==> config.mk <==
export PLATFORM = sky130hd
export DESIGN_NAME = nibble_serial_adder_ctrl
export DESIGN_NICKNAME = d
export VERILOG_FILES = /design/src/rtl/nibble_serial_adder_ctrl.sv
export SDC_FILE = /design/constraint.sdc
export NUM_CORES = 1
export LEC_CHECK = 0
export ABC_CLOCK_PERIOD_IN_PS = 5600
export BUFFER_PORTS_ARGS = -buffer_cell sky130_fd_sc_hd__buf_2
export CAP_MARGIN = 40
export CORE_ASPECT_RATIO = 0.5
export CORE_MARGIN = 3
export CORE_UTILIZATION = 55
export DETAILED_ROUTE_END_ITERATION = 16
export PLACE_DENSITY = 0.77
export SLEW_MARGIN = 5
export SYNTH_ARGS = -nofsm -noshare
export SYNTH_HDL_FRONTEND = slang
export SYNTH_SLANG_ARGS = --single-unit
==> constraint.sdc <==
create_clock -name clk -period 5.6 [get_ports clk]
set_clock_uncertainty 0.2 [all_clocks]
set_input_delay 0.56 -clock clk [delete_from_list [all_inputs] [get_ports clk]]
set_output_delay 0.56 -clock clk [all_outputs]
set_load 0.05 [all_outputs]
==> src/rtl/nibble_serial_adder_ctrl.sv <==
// nibble_serial_adder_ctrl
//
// Multi-precision add/subtract engine built around a single 4-bit adder
// slice. The slice is used once per clock, starting with the least
// significant nibble. A registered carry links consecutive nibbles. A
// start/busy/done handshake frames each operation.
//
// Subtraction is done as a + ~b + ~c_in. Operand B and the incoming
// carry are inverted when the operation is accepted, so the slice only
// ever adds.
//
// Parameters
//   WIDTH  operand/result width in bits (multiple of 4, at least 8)
//
// Ports
//   clk    in   rising-edge clock
//   rst    in   asynchronous active-high reset
//   start  in   operation request, sampled only while idle
//   sub    in   0 = add, 1 = subtract (latched at accept)
//   a, b   in   WIDTH-bit operands (latched at accept)
//   c_in   in   carry-in (add) / borrow-in (subtract), latched at accept
//   busy   out  high while nibbles are being processed
//   done   out  one-cycle pulse, result valid
//   sum    out  WIDTH-bit registered result
//   c_out  out  final carry; for subtract 1 means no borrow
//   ovf    out  two's-complement signed overflow
module nibble_serial_adder_ctrl #(
  parameter int WIDTH = 16
) (
  input  logic             clk,
  input  logic             rst,
  input  logic             start,
  input  logic             sub,
  input  logic [WIDTH-1:0] a,
  input  logic [WIDTH-1:0] b,
  input  logic             c_in,
  output logic             busy,
  output logic             done,
  output logic [WIDTH-1:0] sum,
  output logic             c_out,
  output logic             ovf
);

  localparam int NIBBLES = WIDTH / 4;
  localparam int IDX_W   = (NIBBLES > 1) ? $clog2(NIBBLES) : 1;

  // Encoding chosen so that busy and done are each a single state flop bit.
  typedef enum logic [1:0] {
    ST_IDLE = 2'b00,
    ST_RUN  = 2'b01,
    ST_DONE = 2'b10
  } state_t;

  state_t             state_r;
  state_t             state_next_s;

  logic [WIDTH-1:0]   opa_r;
  logic [WIDTH-1:0]   opb_r;
  logic [WIDTH-1:0]   shift_r;
  logic               carry_r;
  logic [IDX_W-1:0]   idx_r;
  logic [WIDTH-1:0]   sum_r;
  logic               c_out_r;
  logic               ovf_r;

  logic [4:0]         slice_s;
  logic [WIDTH-1:0]   shift_next_s;
  logic               c3_s;
  logic               idx_last_s;
  logic               accept_s;
  logic               last_s;
  logic               busy_s;
  logic               done_s;

  // One pass of the shared 4-bit full-adder slice; bit 4 is the carry out.
  function automatic logic [4:0] slice_add(input logic [3:0] x,
                                           input logic [3:0] y,
                                           input logic       ci);
    return {1'b0, x} + {1'b0, y} + {4'b0000, ci};
  endfunction

  assign slice_s      = slice_add(opa_r[3:0], opb_r[3:0], carry_r);
  // The new nibble enters at the top. After NIBBLES passes the word is in order.
  assign shift_next_s = {slice_s[3:0], shift_r[WIDTH-1:4]};
  // Carry into the sign bit of the last slice, recovered from its sum bit.
  assign c3_s         = opa_r[3] ^ opb_r[3] ^ slice_s[3];
  assign idx_last_s   = (idx_r == IDX_W'(NIBBLES - 1));

  // State register.
  always_ff @(posedge clk or posedge rst) begin
    if (rst) begin
      state_r <= ST_IDLE;
    end else begin
      state_r <= state_next_s;
    end
  end

  // Next-state logic: start is only looked at in IDLE and is never queued.
  always_comb begin
    state_next_s = state_r;
    case (state_r)
      ST_IDLE: begin
        if (start) begin
          state_next_s = ST_RUN;
        end else begin
          state_next_s = ST_IDLE;
        end
      end
      ST_RUN: begin
        if (idx_last_s) begin
          state_next_s = ST_DONE;
        end else begin
          state_next_s = ST_RUN;
        end
      end
      ST_DONE: state_next_s = ST_IDLE;
      default: state_next_s = ST_IDLE;
    endcase
  end

  // Output and control decode from the current state.
  always_comb begin
    accept_s = 1'b0;
    last_s   = 1'b0;
    busy_s   = 1'b0;
    done_s   = 1'b0;
    case (state_r)
      ST_IDLE: accept_s = start;
      ST_RUN: begin
        busy_s = 1'b1;
        last_s = idx_last_s;
      end
      ST_DONE: done_s = 1'b1;
      default: begin
        accept_s = 1'b0;
        last_s   = 1'b0;
        busy_s   = 1'b0;
        done_s   = 1'b0;
      end
    endcase
  end

  // Operand capture, nibble-serial datapath and result registers.
  always_ff @(posedge clk or posedge rst) begin
    if (rst) begin
      opa_r   <= {WIDTH{1'b0}};
      opb_r   <= {WIDTH{1'b0}};
      shift_r <= {WIDTH{1'b0}};
      carry_r <= 1'b0;
      idx_r   <= {IDX_W{1'b0}};
      sum_r   <= {WIDTH{1'b0}};
      c_out_r <= 1'b0;
      ovf_r   <= 1'b0;
    end else if (accept_s) begin
      opa_r   <= a;
      opb_r   <= b ^ {WIDTH{sub}};
      carry_r <= c_in ^ sub;
      idx_r   <= {IDX_W{1'b0}};
    end else if (busy_s) begin
      shift_r <= shift_next_s;
      opa_r   <= {4'b0000, opa_r[WIDTH-1:4]};
      opb_r   <= {4'b0000, opb_r[WIDTH-1:4]};
      carry_r <= slice_s[4];
      idx_r   <= idx_r + IDX_W'(1);
      // Results are published only at completion, so no partial word is visible.
      if (last_s) begin
        sum_r   <= shift_next_s;
        c_out_r <= slice_s[4];
        ovf_r   <= c3_s ^ slice_s[4];
      end
    end
  end

  assign busy  = busy_s;
  assign done  = done_s;
  assign sum   = sum_r;
  assign c_out = c_out_r;
  assign ovf   = ovf_r;

endmodule

==> results.yml, run 1 <==
cells_and_area:
  utilization_pct: 69.1
  areaGrowthSynthToFinish_pct: 16.8
  final_common_cell: "dfrtp_1"
  mostFrequentLayoutCells: "67 x dfrtp_1, 61 x nand2_1, 56 x buf_2"
  antennaDiodeCount: 0
  drive_gt1_share_pct: 23.8
  nNetsFinal: 382
  fin_cells: 414
detailed_routing:
  drt_iter0_drc: 112
  wirelength_um: 6010
  vias: 2188
  drc: 0
  vias_per_cell: 5.29
  detail_route.wl_per_cell_um: 14.5
  antenna_left: 0
  dr.pass1.iters: 4
sta:
  fmax_mhz: 324
  worst_pin_slew_ps: 844
  final.min_clock_period_ps: 3080
  report.final.slew_viol_count: 0
  period_share_pct: 55.0
  whs_ps: 240
  maxSlewHeadroom_pct: 43.8
  timing.final.ws_setup_ps: 2520
  finalHoldViolations: 0
  setup_tns_ps: 0
  finalSetupViolations: 0
  rsz0062_at_grt: "no"
power_and_ir_drop:
  ir_drop_v: 0.000377
  netSwitchingPower_mw: 0.926
  p_leak_nw: 1.71
  swShare_pct: 42.9
  pwr-share-clk_pct: 19.8
  pwr_density_cell_nw_per_um2: 611
  p_comb_share_pct: 40.8
  p_int_mw: 1.23
  p_seq_share_pct: 39.4
floorplanning:
  die_h_um: 58.4
  io_pins: 57
  die_area_um2: 6480
  chipWidth_um: 111
  placement_rows: 18
  coreArea_um2: 5110
  initial_core_util_pct: 59.2
clock_tree:
  cts_tree: "built"
  postCtsSetupBuffers: 0
  clkTransAtPathRegs_ps: 70
  htreeDepth: 3
  postCtsResizedCells: 0
  ctsLongestPathBuffers: 2
  cts_made_buffers: 9
  clockRootBuffer: "clkbuf_8"
  clkSinkCount: 67
  hold_buffers: 0
  worstSkewPairLatency_ps: 330
synth:
  synth.yosys.seq_area_share_pct: 55.4
  syn-num-nets: 330
  synth-seq-cells: 67
  synth.distinct_cells: 26
  netlist_area_um2: 3030
  syn_inst: 287
  ys.warnings.count: 0
  avgSynthCellArea_um2: 10.5
global_routing:
  grt.met2_usage_pct: 33.3
  grt-ovfl-total: 0
  met3_usage_pct: 5.75
  grt.total_usage_pct: 20.3
  grt_pass1_vias: 2228
  top_usage_layer: "met2"
  grt_pass1_wl_um: 10500
  antenna_found_initial: 0
  met1_usage_pct: 27.6
  grt_max_degree: 68
worst_setup_path:
  r2r_slack_ps: 3020
  critPathKind: "flop to output port"
  cp-end-kind: "output port"
  critPathLaunchType: "flop"
  crit_required_ps: 4840
  rr_worst_depth: 4
  crit_fanout: 23
  cp.arrival_ps: 2320
job:
  drv_cap: 0
outcome:
  outcome: "completed"
placement:
  post-place-ws_ps: 2880
  port_buffers: 56
  place.gp.congestion: 0.798
  place_inst: 398
  dp_hpwl_um: 4220
worst_hold_path:
  hp-class: "primary input to flop"
  hold_depth: 2
-- through the flow --
step,total power [mW],instance area [µm²]
3_3_place_gp,1.70,3330
2_1_floorplan,1.53,3030
4_1_cts,2.17,3530
3_5_place_dp,1.75,3330
5_1_grt,2.32,3530
6_report,2.16,3530
-- layer usage --
metal  vias to the layer above  wire length (µm)
li1                       1077                 -
met1                      1048              2820
met2                        56              2800
met3                         7               325
met4                         0                61
met5                         -                 0
-- power by group through the flow --
| stage | combinational [mW] | clock [mW] | sequential [mW] |
|---|---|---|---|
| floorplan | 0.510 | 0 | 1.02 |
| global placement | 0.854 | 0 | 0.846 |
| detailed placement | 0.888 | 0 | 0.860 |
| CTS | 0.891 | 0.432 | 0.851 |
| global route | 0.978 | 0.458 | 0.881 |
| finish | 0.881 | 0.427 | 0.851 |
-- cells by family after synthesis --
kind of cell / count (synthesis) / share of synthesized area (%)
AND/OR/NAND/NOR: 75 / 10.7
multiplexers: 13 / 4.84
buffers and inverters: 26 / 4.05
XOR/XNOR: 20 / 5.79
AO/OA/AOI/OAI: 80 / 16.3
adder cells (fa/ha/maj): 6 / 2.98
flip-flops: 67 / 55.4
-- path summary, 6_finish.rpt --
kind                       startpoint         end
min                             a[12]   opa_r[12]
min in group asynchronous         rst   opb_r[14]
max reg2reg                state_r[0]      sum[7]
max                        state_r[0]        busy
min reg2reg                shift_r[6]  shift_r[6]
max in group asynchronous         rst    opb_r[9]
-- state kept, by name, summed over array words and instances, names as in the netlist --
name	cells
opa_r	16
c_out	1
state_r	2
shift_r	12
idx_r	2
carry_r	1
sum	16
opb_r	16
ovf	1
-- cell usage after synthesis --
library cell,instances,area [µm²]
buf_2,9,45.0
clkbuf_1,7,26.3
nor2b_1,8,50.1
nand2b_1,2,12.5
xor2_1,11,96.3
xnor2_1,9,78.8
mux2_1,9,101
a22oi_1,18,135
nor3b_2,1,12.5
nand2_1,61,229
mux2_2,4,45.0
nor2_1,2,7.51
inv_1,7,26.3
inv_4,1,6.26
ha_1,4,50.1
a22o_1,9,78.8
fa_1,2,40.0
a2bb2oi_1,1,8.76
o21bai_2,1,11.3
a21oi_1,8,40.0
nand2_4,1,11.3
dfrtp_1,67,1680
buf_4,1,7.51
buf_6,1,11.3
o21ai_0,42,210
o21bai_1,1,7.51
-- final cells by class --
| class | count | area [µm²] |
|---|---|---|
| inverter | 8 | 32.5 |
| sequential | 67 | 1680 |
| clock inverter | 5 | 77.6 |
| timing repair buffer | 59 | 303 |
| clock buffer | 11 | 131 |
| multi-input combinational | 194 | 1230 |
| fill | 408 | 1580 |
| tap | 70 | 87.6 |
-- worst max-delay path, cell delays in order, from the launching register on --
cell and delay [ps]:
dfrtp_1 800, nand2b_1 540, inv_4 330, buf_2 320
Note: power is estimated with default switching activity, not from simulation.
==> run 2: changes to the inputs <==
--- a/config.mk
+++ b/config.mk
@@ -5,7 +5,7 @@
 export SDC_FILE = /design/constraint.sdc
 export NUM_CORES = 1
 export LEC_CHECK = 0
-export ABC_CLOCK_PERIOD_IN_PS = 5600
+export ABC_CLOCK_PERIOD_IN_PS = 3100
 export BUFFER_PORTS_ARGS = -buffer_cell sky130_fd_sc_hd__buf_2
 export CAP_MARGIN = 40
 export CORE_ASPECT_RATIO = 0.5
==> constraint.sdc (replaced) <==
create_clock -name clk -period 3.1 [get_ports clk]
set_clock_uncertainty 0.2 [all_clocks]
set_input_delay 0.31 -clock clk [delete_from_list [all_inputs] [get_ports clk]]
set_output_delay 0.31 -clock clk [all_outputs]
set_load 0.05 [all_outputs]
==> run 2 against run 1 <==
Against the previous run: register-to-register slack worse by 2200 ps; combinational power up 92%; sequential cell count unchanged.
==> results.yml, run 2 (same netlist as run 1, synthesis figures left out) <==
clock_tree:
  worstSkewPairLatency_ps: 330
  htreeDepth: 3
  postCtsSetupBuffers: 0
  cts_tree: "built"
  clkTransAtPathRegs_ps: 70
  clockRootBuffer: "clkbuf_8"
  clkSinkCount: 67
  cts_made_buffers: 9
  ctsLongestPathBuffers: 2
detailed_routing:
  drt_iter0_drc: 148
  drc: 0
  dr.pass1.iters: 4
  vias: 2238
  antenna_left: 0
  vias_per_cell: 5.33
  detail_route.wl_per_cell_um: 14.3
  wirelength_um: 6020
worst_setup_path:
  rr_worst_depth: 7
  crit_required_ps: 2590
  critPathLaunchType: "flop"
  rr_startpoint: "opa_r[0]"
  critPathLaunch: "state_r[0]"
  critPathKind: "flop to output port"
  cp-end-kind: "output port"
  regToRegEndpoint: "ovf"
  cp.arrival_ps: 1880
  crit_fanout: 19
  r2r_slack_ps: 790
  crit_end: "busy"
sta:
  worst_pin_slew_ps: 824
  maxSlewHeadroom_pct: 45.0
  report.final.slew_viol_count: 0
  fmax_mhz: 418
  final.min_clock_period_ps: 2390
  rsz0062_at_grt: "no"
  setup_tns_ps: 0
  period_share_pct: 77.2
  finalSetupViolations: 0
  finalHoldViolations: 0
power_and_ir_drop:
  pwr_density_cell_nw_per_um2: 1090
  total_power_mw: 3.95
  p_comb_share_pct: 42.7
  swShare_pct: 42.6
  p_int_mw: 2.27
  p_leak_nw: 1.75
  netSwitchingPower_mw: 1.68
  ir_drop_v: 0.000655
  p_seq_share_pct: 37.8
  pwr-share-clk_pct: 19.5
worst_hold_path:
  hp-class: "primary input to flop"
global_routing:
  grt_pass1_vias: 2219
  grt-ovfl-total: 0
  grt.total_usage_pct: 20.7
  antenna_found_initial: 0
  grt_max_degree: 68
  grt_pass1_wl_um: 10500
job:
  drv_cap: 0
cells_and_area:
  antennaDiodeCount: 0
  areaGrowthSynthToFinish_pct: 19.6
  nNetsFinal: 389
  mostFrequentLayoutCells: "67 x dfrtp_1, 61 x nand2_1, 56 x buf_2"
  drive_gt1_share_pct: 24.3
  multi_input_area_um2: 1230
  final_common_cell: "dfrtp_1"
  seq_area_um2: 1680
  fillers: 389
placement:
  place.gp.congestion: 0.781
  dp_hpwl_um: 4100
  port_buffers: 56
floorplanning:
  placement_rows: 18
  io_pins: 57
  die_h_um: 58.4
  initial_core_util_pct: 59.2
  coreArea_um2: 5110
  chipWidth_um: 111
  die_area_um2: 6480
outcome:
  outcome: "completed"
==> run 2: cell types whose count changed in the layout (fill, tap and decap cells not counted), sizes merged <==
cell         change
buf              +2
dlygate4sd3      +5
clkbuf           -1
==> run 2: worst min path at each step <==
stage          startpoint          end  slack, ps  cells past startpoint
3_5_place_dp          rst  shift_r[11]        210                      3
6_report             a[0]     opa_r[0]         60                      3
3_3_place_gp          rst       sum[7]        200                      3
4_1_cts              a[0]     opa_r[0]         50                      3
2_1_floorplan  shift_r[4]   shift_r[4]        240                      2
5_1_grt              a[6]     opa_r[6]         70                      3
==> run 2: timing repair <==
action / 4_1_cts / 5_1_grt
endpoints found under the hold margin: 71 / 0
hold buffers: 5 / 0
resized for setup: 0 / 0
==> run 2: per-stage QoR <==
stage	worst slack [ps]	util (%)	cell area (µm²)	hold slack, ps	cells
final	707	70.8	3620	63.2	420
after global routing	533	70.8	3620	74.3	420
after CTS	716	70.8	3620	51.0	420
after detailed placement	832	65.6	3350	209	400
after global placement	943	65.6	3350	204	400
after floorplan	907	-	3030	239	287
==> run 2: metal layers <==
layer | track usage, % | wire (µm) | vias to the layer above | part of all wire, %
met5 | 0 | 0 | - | 0
met4 | 7.72 | 76 | 0 | 1.3
met3 | 7.08 | 327 | 8 | 5.4
met2 | 33.1 | 2830 | 64 | 47
met1 | 26.8 | 2790 | 1075 | 46
li1 | - | - | 1091 | -
==> run 2: cell type report <==
class | instances | area share (%)
timing repair buffer | 66 | 10.5
tap | 70 | 2.42
multi-input combinational | 194 | 33.9
sequential | 67 | 46.3
inverter | 8 | 0.899
clock inverter | 5 | 2.14
clock buffer | 10 | 3.80
==> run 2: power groups by stage <==
stage / Clock [mW] / Sequential (mW) / Combinational, mW
after floorplan: 0 / 1.84 / 0.922
after global placement: 0 / 1.49 / 1.62
after detailed placement: 0 / 1.51 / 1.68
after CTS: 0.790 / 1.49 / 1.70
after global routing: 0.831 / 1.55 / 1.88
final: 0.771 / 1.49 / 1.69
==> run 2: worst max-delay path, stage by stage (launching register included) <==
cell and delay (ps):
dfrtp_1 480, nand2b_1 420, inv_4 330, buf_2 320
==> run 3: changes to the inputs <==
--- a/config.mk
+++ b/config.mk
@@ -5,14 +5,15 @@
 export SDC_FILE = /design/constraint.sdc
 export NUM_CORES = 1
 export LEC_CHECK = 0
-export ABC_CLOCK_PERIOD_IN_PS = 3100
+export ABC_AREA = 1
+export ABC_CLOCK_PERIOD_IN_PS = 2000
 export BUFFER_PORTS_ARGS = -buffer_cell sky130_fd_sc_hd__buf_2
 export CAP_MARGIN = 40
 export CORE_ASPECT_RATIO = 0.5
 export CORE_MARGIN = 3
-export CORE_UTILIZATION = 55
+export CORE_UTILIZATION = 50
 export DETAILED_ROUTE_END_ITERATION = 16
-export PLACE_DENSITY = 0.77
+export PLACE_DENSITY = 0.74
 export SLEW_MARGIN = 5
 export SYNTH_ARGS = -nofsm -noshare
 export SYNTH_HDL_FRONTEND = slang
==> constraint.sdc (replaced) <==
create_clock -name clk -period 2 [get_ports clk]
set_clock_uncertainty 0.2 [all_clocks]
set_input_delay 0.2 -clock clk [delete_from_list [all_inputs] [get_ports clk]]
set_output_delay 0.2 -clock clk [all_outputs]
set_load 0.05 [all_outputs]
==> run 3 against run 2 <==
Against the previous run: die area increased by 12%; cell count increased by 21%; non-clock buffer count increased by 22; combinational power increased by 66%; count of clock-buffer cells in the layout unchanged; largest cell class unchanged; highest routed layer unchanged.
==> results.yml, run 3 <==
outcome:
  outcome: "completed"
sta:
  fmax_mhz: 530
  finalSetupViolations: 0
  setup_tns_ps: 0
  period_share_pct: 94.4
  finalHoldViolations: 0
  worst_pin_slew_ps: 672
  maxSlewHeadroom_pct: 55.1
  rsz0062_at_grt: "no"
  report.final.slew_viol_count: 0
  final.min_clock_period_ps: 1890
synth:
  netlist_area_um2: 3100
  yosys.area.top_type: "dfrtp_1"
  async_reset_ff_share_pct: 100
  yosysMostFrequentCell: "nand2_1"
  synthTopCellsByCount: "110 x nand2_1, 67 x dfrtp_1, 33 x o21ai_0"
  ys.warnings.count: 0
  syn_inst: 339
  syn-num-nets: 382
  synth_edf_count: 0
  avgSynthCellArea_um2: 9.16
  yosysTopAreaCellShare_pct: 54.0
  ys_top_cells_by_area: "dfrtp_1 54%, nand2_1 13%, o21ai_0 5.3%, inv_1 3.6%, xor2_1 2.8%"
  synth-seq-cells: 67
  synth.distinct_cells: 29
  synth.yosys.seq_area_share_pct: 54.0
  synth_ff_type: "dfrtp_1"
worst_setup_path:
  rr_startpoint: "opa_r[0]"
  path_depth: 10
  crit_end: "ovf"
  critPathLaunch: "opa_r[0]"
  critical_path_buf_inv_count: 2
  path_common_cell: "nand2_1"
  regToRegEndpoint: "ovf"
  crit_fanout: 3
  cp_cell_sequence: "inv_1 -> fa_2 -> fa_2 -> inv_2 -> nand2_1 -> nand2_1 -> nand2_1 -> nand2_1 -> nand3_2 -> nand2_1"
  cp.arrival_ps: 1960
  cp-end-kind: "flop"
  r2r_slack_ps: 110
  slowest_delay_ps: 420
  rr_worst_depth: 10
  crit_required_ps: 2070
  crit_slowest_cell: "fa_2"
  critPathKind: "flop to flop"
  cp_top_family: "adder cells"
  critPathLaunchType: "flop"
power_and_ir_drop:
  p_seq_share_pct: 33.4
  p_leak_nw: 1.99
  pwr_density_cell_nw_per_um2: 1680
  p_comb_share_pct: 41.9
  p_int_mw: 3.94
  pwr-share-clk_pct: 24.7
  total_power_mw: 6.71
  ir_drop_v: 0.000677
  netSwitchingPower_mw: 2.77
  swShare_pct: 41.3
detailed_routing:
  wirelength_um: 6560
  antenna_left: 0
  vias_per_cell: 4.92
  dr.pass1.iters: 6
  drt_iter0_drc: 199
  detail_route.wl_per_cell_um: 12.9
  drc: 0
  vias: 2505
global_routing:
  grt_pass1_vias: 2403
  grt.total_usage_pct: 20.1
  grt_max_degree: 30
  grt-ovfl-total: 0
  grt_pass1_wl_um: 11100
  antenna_found_initial: 0
placement:
  port_buffers: 56
  dp_hpwl_um: 4250
  place.gp.congestion: 0.933
floorplanning:
  die_area_um2: 7250
  chipWidth_um: 117
  coreArea_um2: 5730
  die_h_um: 61.7
  io_pins: 57
  placement_rows: 19
  initial_core_util_pct: 54.2
cells_and_area:
  fillers: 465
  final_common_cell: "nand2_1"
  mostFrequentLayoutCells: "110 x nand2_1, 67 x dfrtp_1, 56 x buf_2"
  utilization_pct: 69.8
  nNetsFinal: 464
  multi_input_area_um2: 1170
  areaGrowthSynthToFinish_pct: 28.9
  seq_area_um2: 1680
  drive_gt1_share_pct: 22.4
  antennaDiodeCount: 0
clock_tree:
  ctsLongestPathBuffers: 2
  clkTransAtPathRegs_ps: 50
  worstSkewPairLatency_ps: 330
  cts_made_buffers: 9
  clkSinkCount: 67
  clockRootBuffer: "clkbuf_16"
  cts_tree: "built"
  postCtsSetupBuffers: 0
  htreeDepth: 3
job:
  drv_cap: 0
worst_hold_path:
  hp-class: "primary input to flop"
## run 3: cell count changes after synthesis, sizes merged, moves of 3 or more
cell and change:
mux2 -13, o21ai -3, o211ai +11, clkbuf -4, o22ai +4, a22oi -18
nor2b -8, nand2 +52, inv +23, nor2 +8, a22o -8, buf +3
nand3 +11
## run 3: cell type report
cell class,instances,area share (%)
Multi-Input combinational cell,222,29.3
Clock buffer,10,5.97
Clock inverter,5,1.94
Tap cell,84,2.63
Timing Repair Buffer,88,14.9
Inverter,33,3.35
Sequential cell,67,41.9
## run 3: power by group through the flow
stage	combinational [mW]	clock, mW	sequential (mW)
floorplan	1.70	0	2.74
global placement	2.67	0	2.24
detailed placement	2.75	0	2.26
CTS	2.82	1.70	2.24
global route	3.15	1.76	2.31
finish	2.81	1.66	2.24
## run 3: per-stage QoR
step	std cells	cell area, µm²	hold WS, ps	worst slack [ps]
final	509	4000	11.4	112
after global placement	469	3430	129	33.3
after floorplan	339	3110	121	102
after CTS	509	4000	4.80	32.6
after global routing	509	4000	28.3	6.72
after detailed placement	469	3430	139	-18.7
## run 3: worst min path at each step
| stage | from | end | slack, ps | depth (start not counted) |
|---|---|---|---|---|
| floorplan | a[12] | opa_r[12] | 120 | 2 |
| finish | b[10] | opb_r[10] | 10 | 4 |
| detailed placement | rst | sum[0] | 140 | 2 |
| CTS | b[10] | opb_r[10] | 5 | 4 |
| global route | b[10] | opb_r[10] | 30 | 4 |
| global placement | rst | sum[0] | 130 | 2 |
## run 3: logic make-up (layout without fill, tap and decap cells)
kind of cell	count (synthesis)	after routing	synth area share (%)
and+or+nand+nor	136	136	18.0
DFF	67	67	54.0
AOI/OAI and AO/OA	62	62	11.6
buffers and inverters	50	136	8.34
xor gates and xnor gates	18	18	5.08
adders and majority gates	6	6	2.90
## run 3: what timing repair did
item	4_1_cts	5_1_grt
hold buffers	25	0
cloned	0	0
gates resized for setup	1	2
endpoints found under the hold margin	51	0
endpoints found under the setup margin	2	2
## run 3: worst reg2reg max path, delay by kind of cell, from the launching register on
kind          cells  cell delay, ps
fa+ha+maj         2             790
buf+inv           2             130
flops             1             320
simple gates      6             380
## run 3: per-layer routing
metal / wire length (µm) / track usage (%)
met5: 0 / 0
met4: 123 / 8.35
met3: 382 / 5.97
met2: 3050 / 34.0
met1: 3010 / 25.4
